<file path="src/rtl/sp_pkg.sv">
// Shared defaults and state encoding for the setpoint ramp generator.
package sp_pkg;

  localparam int WIDTH_DEF  = 20;
  localparam int STEP_W_DEF = 12;
  localparam int DIV_W_DEF  = 8;

  typedef enum logic [1:0] {
    IDLE      = 2'd0,
    RAMP_UP   = 2'd1,
    RAMP_DOWN = 2'd2,
    DONE      = 2'd3
  } state_t;

endpackage

</file>
<file path="src/rtl/sp_tick.sv">
// Update-interval divider: issues one tick every i_div+1 enabled, unheld cycles.
module sp_tick
  import sp_pkg::*;
#(
  parameter int DIV_W = DIV_W_DEF
) (
  input  logic             clk,
  input  logic             rst_n,
  input  logic             i_clr,
  input  logic             i_en,
  input  logic             i_hold,
  input  logic [DIV_W-1:0] i_div,
  output logic             o_tick
);

  logic [DIV_W-1:0] r_cnt;
  logic             w_run;

  assign w_run  = i_en && !i_hold && !i_clr;
  assign o_tick = w_run && (r_cnt == i_div);

  // A live divide value below the count lets the counter wrap through zero.
  always_ff @(posedge clk) begin
    if (!rst_n) begin
      r_cnt <= '0;
    end else if (i_clr) begin
      r_cnt <= '0;
    end else if (w_run) begin
      r_cnt <= o_tick ? '0 : r_cnt + 1'b1;
    end
  end

endmodule

</file>
<file path="src/rtl/sp_ramp.sv">
// Setpoint ramp generator: slews SP_out toward a loaded target by a fixed step
// once per divided interval, never overshooting.
module sp_ramp
  import sp_pkg::*;
#(
  parameter int WIDTH  = WIDTH_DEF,
  parameter int STEP_W = STEP_W_DEF,
  parameter int DIV_W  = DIV_W_DEF
) (
  input  logic                    clk,
  input  logic                    rst_n,
  input  logic signed [WIDTH-1:0] TGT_in,
  input  logic                    TGT_load,
  input  logic [STEP_W-1:0]       STEP_in,
  input  logic [DIV_W-1:0]        DIV_in,
  input  logic                    HOLD_in,
  output logic signed [WIDTH-1:0] SP_out,
  output logic                    SP_strb,
  output logic                    AT_tgt,
  output logic                    BUSY
);

  state_t                   r_state;
  state_t                   w_state_next;
  logic signed [WIDTH-1:0]  r_sp;
  logic signed [WIDTH-1:0]  w_sp_next;
  logic signed [WIDTH-1:0]  r_tgt;
  logic signed [WIDTH-1:0]  w_tgt_next;
  logic [STEP_W-1:0]        r_step;
  logic [STEP_W-1:0]        w_step_next;
  logic                     r_strb;
  logic                     w_ramping;
  logic                     w_tick;
  logic signed [WIDTH:0]    w_sp_ext;
  logic signed [WIDTH:0]    w_tgt_ext;
  logic signed [WIDTH:0]    w_step_ext;
  logic signed [WIDTH:0]    w_up_sum;
  logic signed [WIDTH:0]    w_dn_diff;

  assign w_ramping = (r_state == RAMP_UP) || (r_state == RAMP_DOWN);

  sp_tick #(
    .DIV_W (DIV_W)
  ) u_tick (
    .clk    (clk),
    .rst_n  (rst_n),
    .i_clr  (TGT_load),
    .i_en   (w_ramping),
    .i_hold (HOLD_in),
    .i_div  (DIV_in),
    .o_tick (w_tick)
  );

  // One extra bit of headroom so the step cannot wrap past either rail.
  assign w_sp_ext   = {r_sp[WIDTH-1], r_sp};
  assign w_tgt_ext  = {r_tgt[WIDTH-1], r_tgt};
  assign w_step_ext = {{(WIDTH+1-STEP_W){1'b0}}, r_step};
  assign w_up_sum   = w_sp_ext + w_step_ext;
  assign w_dn_diff  = w_sp_ext - w_step_ext;

  always_comb begin
    w_state_next = r_state;
    w_sp_next    = r_sp;
    w_tgt_next   = r_tgt;
    w_step_next  = r_step;
    if (TGT_load) begin
      w_tgt_next  = TGT_in;
      w_step_next = (STEP_in == '0) ? STEP_W'(1) : STEP_in;
      if (TGT_in > r_sp) begin
        w_state_next = RAMP_UP;
      end else if (TGT_in < r_sp) begin
        w_state_next = RAMP_DOWN;
      end else begin
        w_state_next = DONE;
      end
    end else if (w_tick) begin
      case (r_state)
        RAMP_UP: begin
          if (w_up_sum >= w_tgt_ext) begin
            w_sp_next    = r_tgt;
            w_state_next = DONE;
          end else begin
            w_sp_next = w_up_sum[WIDTH-1:0];
          end
        end
        RAMP_DOWN: begin
          if (w_dn_diff <= w_tgt_ext) begin
            w_sp_next    = r_tgt;
            w_state_next = DONE;
          end else begin
            w_sp_next = w_dn_diff[WIDTH-1:0];
          end
        end
        default: begin
          w_state_next = r_state;
        end
      endcase
    end
  end

  always_ff @(posedge clk) begin
    if (!rst_n) begin
      r_state <= IDLE;
      r_sp    <= '0;
      r_tgt   <= '0;
      r_step  <= STEP_W'(1);
      r_strb  <= 1'b0;
    end else begin
      r_state <= w_state_next;
      r_sp    <= w_sp_next;
      r_tgt   <= w_tgt_next;
      r_step  <= w_step_next;
      r_strb  <= (w_sp_next != r_sp);
    end
  end

  assign SP_out  = r_sp;
  assign SP_strb = r_strb;
  assign AT_tgt  = (r_state == IDLE) || (r_state == DONE);
  assign BUSY    = w_ramping;

endmodule

</file>
<file path="config.mk">
export PLATFORM = sky130hd
export DESIGN_NAME = sp_ramp
export DESIGN_NICKNAME = d
export VERILOG_FILES = /design/src/rtl/sp_pkg.sv /design/src/rtl/sp_tick.sv /design/src/rtl/sp_ramp.sv
export SDC_FILE = /design/constraint.sdc
export NUM_CORES = 1
export LEC_CHECK = 0
export ABC_AREA = 1
export CAP_MARGIN = 40
export CORE_ASPECT_RATIO = 0.7
export CORE_MARGIN = 4
export CORE_UTILIZATION = 25
export DETAILED_ROUTE_END_ITERATION = 10
export GPL_TIMING_DRIVEN = 0
export PLACE_DENSITY_LB_ADDON = 0.08
export SKIP_CTS_REPAIR_TIMING = 1
export SLEW_MARGIN = 40
export SYNTH_ARGS = -nofsm -noshare
export SYNTH_HDL_FRONTEND = slang
export SYNTH_HIERARCHICAL = 1
export SYNTH_SLANG_ARGS = --single-unit
</file>
<file path="constraint.sdc">
create_clock -name clk -period 3.7 [get_ports clk]
set_input_delay 1.11 -clock clk [delete_from_list [all_inputs] [get_ports clk]]
set_output_delay 1.11 -clock clk [all_outputs]
set_load 0.1 [all_outputs]
</file>
After elaboration in Yosys (flattened, before gate mapping):

Cells that the tools add are included.

* $add $sub $neg: 3
* multiply operators: 0
* divide/modulo/power cells: 0
* magnitude comparators: 4
* equal/unequal tests: 7
* shift-type cells: 0
* multiplexer cells: 14
* bitwise gates (word level): 1
* reduce and logical (&&, ||, !) cells: 13

Operator list (count)
* 2-to-1 mux 20 bit: 4
* case mux 20 bit (2 select lines): 1
* adder 20 x 13 -> 21 bit: 1
* >= comparator 21 x 20 -> 1 bit: 1
* <= comparator 21 x 20 -> 1 bit: 1
* subtractor 20 x 13 -> 21 bit: 1
* > comparator 20 bit: 1
* less-than comparator 20 bit: 1
* != test 20 bit: 1
* zero test 12 bit: 1
* 2-to-1 mux 12 bit: 1
* 2-to-1 mux 2 bit: 5
* adder 8 x 1 -> 8 bit, second input constant: 1
* equality test 8 bit: 1
* 2-to-1 mux 8 bit: 1
* != test 3 x 2 -> 1 bit, second input constant: 2
* equality test 2 bit, second input constant: 2
* case mux 2 bit (2 select lines): 1
* AND reduction 4 bit: 1
* logical AND 1 bit: 3
* nonzero test 3 bit: 1
* equality test 2 x 1 -> 1 bit, second input constant: 1
* zero test 1 bit: 2
* zero test 2 bit: 1
* 5 further kinds: 6

* register bits after elaboration: 63
* latch bits: 0
* RAM bits: 0
* bits in read-only memories: 0
* input port bits: 44
* output and inout port bits: 23
* word-level logic and storage cells: 48
* memories: 0

Depth between registers and ports, before layout:

* depth in word-level cells: 8
* mapped depth: 37
* depth with buffers taken out: 35

Modules after synthesis:

Netlist, hierarchy kept.

By module, submodules not included
* sp_ramp: times used 1, cells each 1136, area each 6766.5 µm², seq. area each 1101.1 µm²
* sp_tick: times used 1, cells each 112, area each 665.6 µm², seq. area each 160.2 µm²

Worst setup path after synthesis:

Ideal clock, no wire load.

* path type: flip-flop to flip-flop
* start: register r_sp[1] (netlist: SP_out[1])
* end: register r_strb (netlist: SP_strb)
* setup time: 0.109 ns
* data arrival time: 4.597 ns
* data required time: 3.591 ns
* setup slack: -1.007 ns
* stages on the path, launching flop included: 33
* buffers on the path: 1
* clock period less this slack: 4.707 ns
* cell sequence: dfxtp_1 inv_1 fa_1 inv_1 nand2_1 a21oi_1 nand2_1 nand2_1 nand2_1 nand2_1 nand3_1 nand2_1 inv_1 ha_1 nand2_1 nand2_1 nand2_1 nand2_1 a21oi_1 nand3_1 nand2_1 clkbuf_1 nand4_1 nand3_1 nand2_1 nand3_1 nand2_1 nor2_1 nand2_1 nor2_1 nand3_1 nand2_1 inv_1

* cells in the longest elaborated chain, start to end: 7
* elaborated cells between the ends (all ways): 10
* those cells by class: 2 x add/sub; 2 x order compare; 1 x eq/ne; 5 x mux

RTL lines
* from (decl): line sp_ramp.sv:25 `logic signed [WIDTH-1:0] r_sp;`
* from (signal assigned): line sp_ramp.sv:110 `r_sp <= w_sp_next;`
* subtractor 20 x 13 -> 21 bit / adder 20 x 13 -> 21 bit (equally long branches): line sp_ramp.sv:59, sp_ramp.sv:58
* <= comparator 21 x 20 -> 1 bit / >= comparator 21 x 20 -> 1 bit (equally long branches): line sp_ramp.sv:87, sp_ramp.sv:79
* 2-to-1 mux 20 bit (on tied branches): line sp_ramp.sv:87, sp_ramp.sv:79
* case mux 20 bit (2 select lines): line sp_ramp.sv:77 `case (r_state)`
* 2-to-1 mux 20 bit: line sp_ramp.sv:76 `end else if (w_tick) begin`
* 2-to-1 mux 20 bit: line sp_ramp.sv:66 `if (TGT_load) begin`
* != test 20 bit *: line sp_ramp.sv:113 `r_strb <= (w_sp_next != r_sp);`
* to (signal assigned): line sp_ramp.sv:113
* to (decl): line sp_ramp.sv:31 `logic r_strb;`

Mark *: on every way between the ends. The rest lies on a longest branch, timed or not.
A chain may end at the register's enable or synchronous reset.

Final worst setup path:

* start: register r_sp[0] (netlist: SP_out[0])
* end: register r_strb (netlist: SP_strb)

Same word-level chain as after synthesis.

==> results by stage <==
Logic synthesis:
- The largest total area in the synthesized netlist belongs to sky130_fd_sc_hd__nand2_1.
- The part of the Yosys area used for sequential elements is 0.170.
- The proportion of synthesized flip-flops having asynchronous set or reset is 0.
- Yosys attributes the largest share of cell area to sky130_fd_sc_hd__nand2_1 (17%), sky130_fd_sc_hd__dfxtp_1 (17%), sky130_fd_sc_hd__ha_1 (15%).
- The flip-flop and latch count after synthesis is 63.
- Counting flops with a built-in enable in the synthesized netlist gives 0.
- In the synthesized netlist the dominant register cell turns out to be sky130_fd_sc_hd__dfxtp_1.
- The gate count of the mapped netlist is about 1200.
- Of the post-synthesis cell area, the dominant cell type holds 0.175.
- The synthesis warning total is 6.
- The synthesized area divided by synthesized cell count is 5.96 µm².
- Ranked by instance count, the synthesized netlist is headed by sky130_fd_sc_hd__nand2_1 (346), sky130_fd_sc_hd__inv_1 (204), sky130_fd_sc_hd__nor2_1 (116).
- The unique cell type count in the Yosys netlist is 40.
- The library cell with the highest instance count after synthesis is sky130_fd_sc_hd__nand2_1.
- The netlist area before placement is 0.00743 mm².
- Counting every net in the synthesized netlist gives ~1400.

Hold path:
- The min-delay analysis places its worst path in the category flop to flop.

Setup path:
- The critical path data arrival time is 4.73 ns.
- The critical path ends at SP_strb.
- The longest individual stage delay on the worst path is 0.39 ns.
- In this design, the critical path's most frequently occurring cell is sky130_fd_sc_hd__nand2_2.
- The type of element launching the critical path is a flop.
- The startpoint of the worst setup timing path is SP_out[0].
- The launching point of the worst reg2reg path is SP_out[0].
- The worst setup path is captured at a flop.
- The data required time at the worst endpoint is between 3 and 4 ns.
- Of all nets on the critical path, the largest fanout is 7.
- The cell with the largest stage delay on the worst path is sky130_fd_sc_hd__dfxtp_4.
- The worst register-to-register path ends at SP_strb.
- Counting cells, the worst reg-to-reg path comes to 34.
- The type of the worst setup path is flop to flop.
- For flop-to-flop paths, the worst setup slack is -0.76 ns.

Timing:
- The number of slew-limit violations in the final report is 0.
- The final-report hold violation count is 0.
- For the final database, setup skew stands at approximately 0.011 ns.
- Of the available clock period, the critical path in the final layout requires 1.21.
- Static timing analysis puts the maximum clock frequency at approximately 220 MHz.
- The number of setup violations in the final report is 23.
- The smallest clock period supported by the final layout is computed as 4.46 ns.
- The worst setup slack after layout is -0.761 ns.
- The worst relative slew slack is 0.420.
- Setup repair after global routing could not meet its margin everywhere.
- For the pin with the worst max-slew slack, the measured transition is 0.863 ns.

Die:
- The die area is 0.0326 mm².
- The width of the die is roughly 210 µm.
- The core region is 0.0291 mm².
- The initial utilization of the core area, before any placement, comes to 0.256.
- The floorplan step set the die height to 152 µm.
- The I/O pin count is 67.
- The floorplan has 52 rows.

Placed design:
- The half-perimeter wire length of the detailed placement result is about 27000 µm.
- Once placement finished, the instance area stood at around 0.0086 mm².
- The final estimated routing congestion in global placement is 0.880.
- Buffers placed on the I/O ports in this run total 66.

GRT:
- For this run the aggregate overflow at the end of global routing stands at 0.
- The wire length of the first global-routing pass is 49200 µm.
- The pin count of the biggest net entering global routing is 12.
- The via count of the first global-routing pass is 7703.
- In the global route stage, overall resource usage came out at 0.201.
- The number of antenna violations at the first check in global routing is 0.

Job:
- The count of maximum capacitance violations is 0.

Clock network:
- The CTS root buffer is sky130_fd_sc_hd__clkbuf_16.
- The number of sinks handled by clock tree synthesis is 63.
- The level count of the clock H-tree is 3.
- The clock latency of the later-clocked register in the worst-skew pair is between 0.3 and 0.4 ns.
- Clock tree synthesis inserted a total of 9 buffers.
- The clock transition at the registers of the reported paths is 0.06 ns.
- The clock passes through at most 2 buffers.
- TritonCTS built the clock tree.

Layout:
- The utilization after layout is 0.356.
- After the last flow step, the layout net total stands at 1510.
- The fraction of layout instances using a drive strength above 1 is 0.254.
- The area growth from synthesis to layout is 39.4%.
- Once layout is done, the placed cells without fillers occupy 0.0104 mm².

Detailed routing:
- The routed design has 34300 µm of wire.
- The detail route stage leaves a number of antenna-violating nets equal to 0.
- Detailed routing inserted a total of 8537 vias.
- The number of detailed-route iterations in the first pass is 5.
- The routed length per instance is 19.5 µm.
- The detail-routed via count per cell is 4.85.
- After the first detailed-routing iteration, the DRC count stood at between 600 and 700.
- In the routed design, unresolved DRC markers number 0.

Outcome:
- The flow ran to the end, but the final reports show violations.
- The final reports fail on negative setup slack.

Power:
- The leakage power is 5.03 nW.
- The post-route total power is 2.62 mW.
- Power spread over the standard cell area amounts to 253 mW/mm².
- VDD sags by at most 186 µV.
registers in the layout, summed over array words and instances, names as in the netlist:
signal,count
u_tick/r_cnt,8
SP_strb,1
r_state,2
r_step,12
SP_out,20
r_tgt,20
area by class of cell:
type	instances	area (µm²)
well taps	378	473
clock inverters	5	105
clock buffers	11	243
repair buffers	122	1030
diodes	1	2.50
multi-input cells	932	6140
inverters	208	798
plain buffers	39	256
fillers	3194	18700
flip-flops and latches	63	1320
cells by family (layout without fill, tap and decap cells):
kind of cell | after synthesis | in the layout | synth area share
flip-flops | 63 | 63 | 0.170
AO/OA/AOI/OAI | 152 | 152 | 0.116
XOR/XNOR | 20 | 20 | 0.0236
other | 0 | 1 | 0
AND/OR/NAND/NOR | 669 | 669 | 0.402
adder cells (fa/ha/maj) | 91 | 91 | 0.155
buffers and inverters | 253 | 385 | 0.134
critical path, delay by kind of cell, from the launching register on:
kind	cells	cell delay, ns
DFF	1	0.39
buffers and inverters	5	0.38
and+or+nand+nor	25	2.52
AOI/OAI and AO/OA	1	0.23
adders and majority gates	3	0.80
report_power, final:
| group | switching, mW | leakage, nW | internal (mW) |
|---|---|---|---|
| sequential | 0.0134 | 0.529 | 0.697 |
| combinational | 0.542 | 4.34 | 0.329 |
| clock | 0.364 | 0.162 | 0.676 |
| total | 0.919 | 5.03 | 1.70 |
cells in the final DEF, fill, tap and decap left out, types with 8 or more instances in the layout:
master / netlist / final
sky130_fd_sc_hd__nand2_1: 346 / 278
sky130_fd_sc_hd__inv_1: 204 / 184
sky130_fd_sc_hd__nor2_1: 116 / 98
sky130_fd_sc_hd__nand3_1: 90 / 74
sky130_fd_sc_hd__ha_1: 89 / 69
sky130_fd_sc_hd__nand2_2: 9 / 61
sky130_fd_sc_hd__a21oi_1: 70 / 57
sky130_fd_sc_hd__nand4_1: 57 / 57
sky130_fd_sc_hd__buf_4: 1 / 47
sky130_fd_sc_hd__dfxtp_1: 63 / 43
sky130_fd_sc_hd__clkdlybuf4s50_1: 0 / 43
sky130_fd_sc_hd__o21ai_0: 39 / 36
sky130_fd_sc_hd__buf_2: 12 / 28
sky130_fd_sc_hd__nand3_2: 12 / 24
sky130_fd_sc_hd__nor2_2: 8 / 22
sky130_fd_sc_hd__clkbuf_1: 28 / 20
sky130_fd_sc_hd__a211oi_1: 26 / 19
sky130_fd_sc_hd__ha_4: 0 / 19
sky130_fd_sc_hd__inv_2: 0 / 15
sky130_fd_sc_hd__nand2_4: 0 / 14
sky130_fd_sc_hd__buf_6: 2 / 13
sky130_fd_sc_hd__dfxtp_4: 0 / 12
sky130_fd_sc_hd__clkbuf_16: 0 / 11
sky130_fd_sc_hd__a21oi_2: 0 / 10
sky130_fd_sc_hd__nor3_1: 14 / 10
sky130_fd_sc_hd__xor2_1: 16 / 10
sky130_fd_sc_hd__dfxtp_2: 0 / 8
how the worst min path moves through the flow:
stage / start / end / slack [ns] / cells past startpoint
after floorplan: r_state[1] / r_state[1] / 0.45 / 2
after global placement: r_step[11] / r_step[11] / 0.48 / 2
after detailed placement: r_state[1] / r_state[1] / 0.49 / 2
after CTS: r_state[1] / r_state[1] / 0.49 / 2
after global routing: r_step[2] / r_step[2] / 0.52 / 2
final: r_step[2] / r_step[2] / 0.50 / 2
metrics by stage:
step,setup TNS (ns),hold slack [ns],instances,setup WS (ns)
floorplan,-0.157,0.454,1248,-0.157
CTS,-18.11,0.494,1709,-1.60
global route,-11.11,0.519,1758,-0.985
global placement,-31.83,0.478,1692,-1.57
detailed placement,-17.51,0.487,1693,-1.55
finish,-7.18,0.495,1759,-0.761
routing by layer:
layer	GRT usage	vias up	wire length (µm)
li1	-	4296	-
met1	0.327	3950	18900
met2	0.260	246	12500
met3	0.0439	43	2230
met4	0.0454	2	621
met5	0.0145	-	62
(Power assumes the default switching activity.)
==> edit 1: new RTL, config.mk and constraints unchanged <==
Add an input register stage for `STEP_in`, without a reset; this delays it by one clock. The other inputs are not delayed to match.
--- a/src/rtl/sp_ramp.sv
+++ b/src/rtl/sp_ramp.sv
@@ -21,2 +21,8 @@
 );
+
+  logic [STEP_W-1:0] STEP_q;
+
+  always_ff @(posedge clk) begin
+    STEP_q <= STEP_in;
+  end
 
@@ -67,3 +73,3 @@
       w_tgt_next  = TGT_in;
-      w_step_next = (STEP_in == '0) ? STEP_W'(1) : STEP_in;
+      w_step_next = (STEP_q == '0) ? STEP_W'(1) : STEP_q;
       if (TGT_in > r_sp) begin
Function: changed (a bounded check fails within 4 cycles, from zero or initial values and one cycle with rst_n low).
==> edit 1 against the unedited design <==
Routed wire length is 1.6% higher. Sequential power up 20%. Design area is 12% higher. Clock power decreased by 15%. First-iteration DRC count decreased by 2.4%. The flow still finishes with violations (negative setup slack). Sequential cell count grew 12. Sequential share of layout area is 0.86 points higher. Synthesized area rose by 3.2%. Worst setup slack better by 0.31 ns. Total power grew 3.2%. Critical path type unchanged.
==> edit 1: results (changes against the unedited design) <==
.. list-table::
   :header-rows: 1

   * - Metric
     - Value
   * - Run status
     - finished with violations
   * - Violated checks
     - negative setup slack
   * - Buffering overhead
     - 13.68% (+1.3 points)
   * - Final-layout worst hold slack
     - 0.4920 ns (-0.003257 ns)
   * - Worst path arrival time
     - 4.41 ns (-0.32 ns)
   * - Total of flip-flops plus latches after synthesis
     - 75 (+19%)
   * - Post-synthesis xor/xnor area fraction
     - 2.627% (+0.27 points)
   * - Met1 track demand over resource
     - 30.78% (-1.9 points)
   * - Post-synthesis sequential area ratio
     - 19.58% (+2.6 points)
   * - Most instantiated cells after synthesis
     - sky130_fd_sc_hd__nand2_1 (360), sky130_fd_sc_hd__inv_1 (196), sky130_fd_sc_hd__nor2_1 (125)
   * - Setup crit start
     - r_step[0]
   * - Max IR drop VDD
     - 0.0002407 V (+30%)
   * - Number of DRC violations after detailed-routing iteration 0
     - 603 (-2.4%)
   * - Non-filler instance count after layout
     - 1,852 (+5.3%)
   * - # setup viols final
     - 5 (-78%)
   * - Worst setup margin
     - -0.4505 ns (+0.3107 ns)
   * - Flop+latch power
     - 0.850 mW (+20%)
   * - Sequential cell area share
     - 13.56% (+0.86 points)
   * - DP Worst Slack
     - -1.029 ns (+0.5218 ns)
   * - Min-Delay Startpoint
     - r_step[9]
   * - Routed length on met3
     - 1902 um (-15%)
   * - Met1 layer wirelength in the final routing
     - 18,320 um (-3.1%)
   * - Post-Syn Area per Cell
     - 6.072 um2 (+2.0%)
   * - Post-detailed-route wirelength per cell
     - 18.83 um (-3.5%)
   * - Internal
     - 1.700 mW (-0.13%)
   * - Buffer and inverter count on the worst path
     - 3 (-2)
   * - Area of the multi-input gates
     - 0.006862 mm2 (+12%)
   * - Switching share of total power
     - 37.13% (+2.1 points)
   * - Aggregate global-route resource usage
     - 19.49% (-0.65 points)
   * - Clock distribution area overhead in the final layout
     - 2.487% (-0.87 points)
   * - Placer's final routability congestion estimate
     - 0.9082 (+3.2%)
[edit 1: cell count changes after synthesis, moves of 6 or more]
cell / before / now
sky130_fd_sc_hd__a21oi_1: 70 / 64
sky130_fd_sc_hd__buf_2: 12 / 5
sky130_fd_sc_hd__dfxtp_1: 63 / 75
sky130_fd_sc_hd__inv_1: 204 / 196
sky130_fd_sc_hd__nand2_1: 346 / 360
sky130_fd_sc_hd__nand3_1: 90 / 106
sky130_fd_sc_hd__nand3_2: 12 / 3
sky130_fd_sc_hd__nand4_1: 57 / 43
sky130_fd_sc_hd__nor2_1: 116 / 125
[edit 1: metrics by stage]
| step | TNS, ns | cell area [um2] |
|---|---|---|
| 6_report | -1.188 | 11620 |
| 2_1_floorplan | -0.03241 | 7828 |
| 5_1_grt | -3.814 | 11620 |
| 4_1_cts | -12.72 | 9178 |
| 3_3_place_gp | -12.02 | 9004 |
| 3_5_place_dp | -11.87 | 8889 |
==> edit 2: new RTL, same settings <==
Made on the original files. `WIDTH_DEF`: 20 -> 18.
--- a/src/rtl/sp_pkg.sv
+++ b/src/rtl/sp_pkg.sv
@@ -3,3 +3,3 @@
 
-  localparam int WIDTH_DEF  = 20;
+  localparam int WIDTH_DEF  = 18;
   localparam int STEP_W_DEF = 12;
Interface: changed (resized SP_out and TGT_in); port bits go from 67 to 63. No check against the original RTL was run, so the function may have changed too.
==> edit 2 against the unedited design <==
The run still ends with negative setup slack left. Routed wire length shrank 8.7%. Hold slack got worse by 0.0033 ns. Clock skew up 0.0093 ns. Total power is 3.8% lower. Sequential power is 6.3% lower. Design area down 6.7%. Worst setup slack improved by 0.25 ns. Sequential cell count fell by 4. Synthesized area down 8.3%. Die area decreased by 7.9%. Critical path type unchanged.
==> edit 2: results (changes against the unedited design) <==
.. list-table::
   :header-rows: 1

   * - Metric
     - Value
   * - Clock skew
     - 0.01999 ns (+0.009254 ns)
   * - Max FO, Critical Path
     - 10 (+3)
   * - Num rows
     - 50 (-3.8%)
   * - Total wire length after detailed routing
     - 31,330 um (-8.7%)
   * - Leakage
     - 4.717 nW (-6.2%)
   * - Post-Syn Area per Cell
     - 5.978 um2 (+0.39%)
   * - Slowest stage delay, CP
     - 0.41 ns (+0.02 ns)
   * - DP Worst Slack
     - -1.151 ns (+0.4002 ns)
   * - Share of the synthesized area in compound gates (AO/OA/AOI/OAI)
     - 12.25% (+0.66 points)
   * - Number of inserted filler cells in the final layout
     - 3,047 (-4.6%)
   * - Mapped Nets
     - 1,267 (-8.4%)
   * - Total of flip-flops plus latches after synthesis
     - 59 (-6.3%)
   * - Combined flip-flop and latch cell area
     - 0.001244 mm2 (-5.5%)
   * - Fraction of layout instances using a drive strength above 1
     - 27.22% (+1.8 points)
   * - Fraction of standard cell area in multi-input logic
     - 57.89% (-1.3 points)
   * - Number of nets in the final layout
     - 1,404 (-7.0%)
   * - Number of DRC violations after detailed-routing iteration 0
     - 600 (-2.9%)
   * - Number of optimization iterations in the first detailed-route pass
     - 6 (+1)
   * - Non-clock buffer instance count of the final layout
     - 167 (+3.7%)
   * - # setup viols final
     - 18 (-22%)
   * - Post-synthesis sequential area ratio
     - 17.33% (+0.36 points)
   * - Via density
     - 4.804 (-1.0%)
   * - Setup Total Neg Slack
     - -1.899 ns (+5.281 ns)
   * - Layout multi-input combinational cell count
     - 852 (-8.6%)
   * - Worst setup margin
     - -0.5118 ns (+0.2494 ns)
   * - Placed standard-cell area
     - 0.007894 mm2 (-8.2%)
   * - Buffering overhead
     - 13.63% (+1.2 points)
   * - Worst path arrival time
     - 4.46 ns (-0.27 ns)
   * - Violated checks
     - negative setup slack
   * - Cells on worst reg2reg path
     - 30 (-12%)
   * - # clk buffers
     - 10 (-1)
   * - Switching component of the power
     - 0.8986 mW (-2.2%)
   * - Wire length of the first global-routing pass
     - 45,020 um (-8.6%)
   * - Run status
     - finished with violations
   * - Count of placed standard cells including taps
     - 1,566 (-7.5%)
   * - Via count of the first global-routing pass
     - 7,010 (-9.0%)
[edit 2: changes by cell type after synthesis, moves of 4 or more]
cell                       change
sky130_fd_sc_hd__nor3_1        -5
sky130_fd_sc_hd__clkbuf_1      -7
sky130_fd_sc_hd__nand2_1      -33
sky130_fd_sc_hd__nand3_2       -7
sky130_fd_sc_hd__nand2_2       -7
sky130_fd_sc_hd__inv_1        -19
sky130_fd_sc_hd__ha_1          -6
sky130_fd_sc_hd__nor2_1       -12
sky130_fd_sc_hd__a21oi_1       -8
sky130_fd_sc_hd__dfxtp_1       -4
[edit 2: layer usage]
layer	vias up	routed length, um	global-route usage (%)	part of all wire [%]
li1	3987	-	-	-
met2	234	11940	26.64	38
met1	3658	16830	32.60	54
met3	28	2240	4.907	7.2
met4	0	311	2.878	0.99
met5	-	0	0	0
[edit 2: tightest hold or removal path: stages (launching register included)]
cell and delay (ns):
sky130_fd_sc_hd__dfxtp_1 0.31, sky130_fd_sc_hd__inv_1 0.07, sky130_fd_sc_hd__a21oi_1 0.06
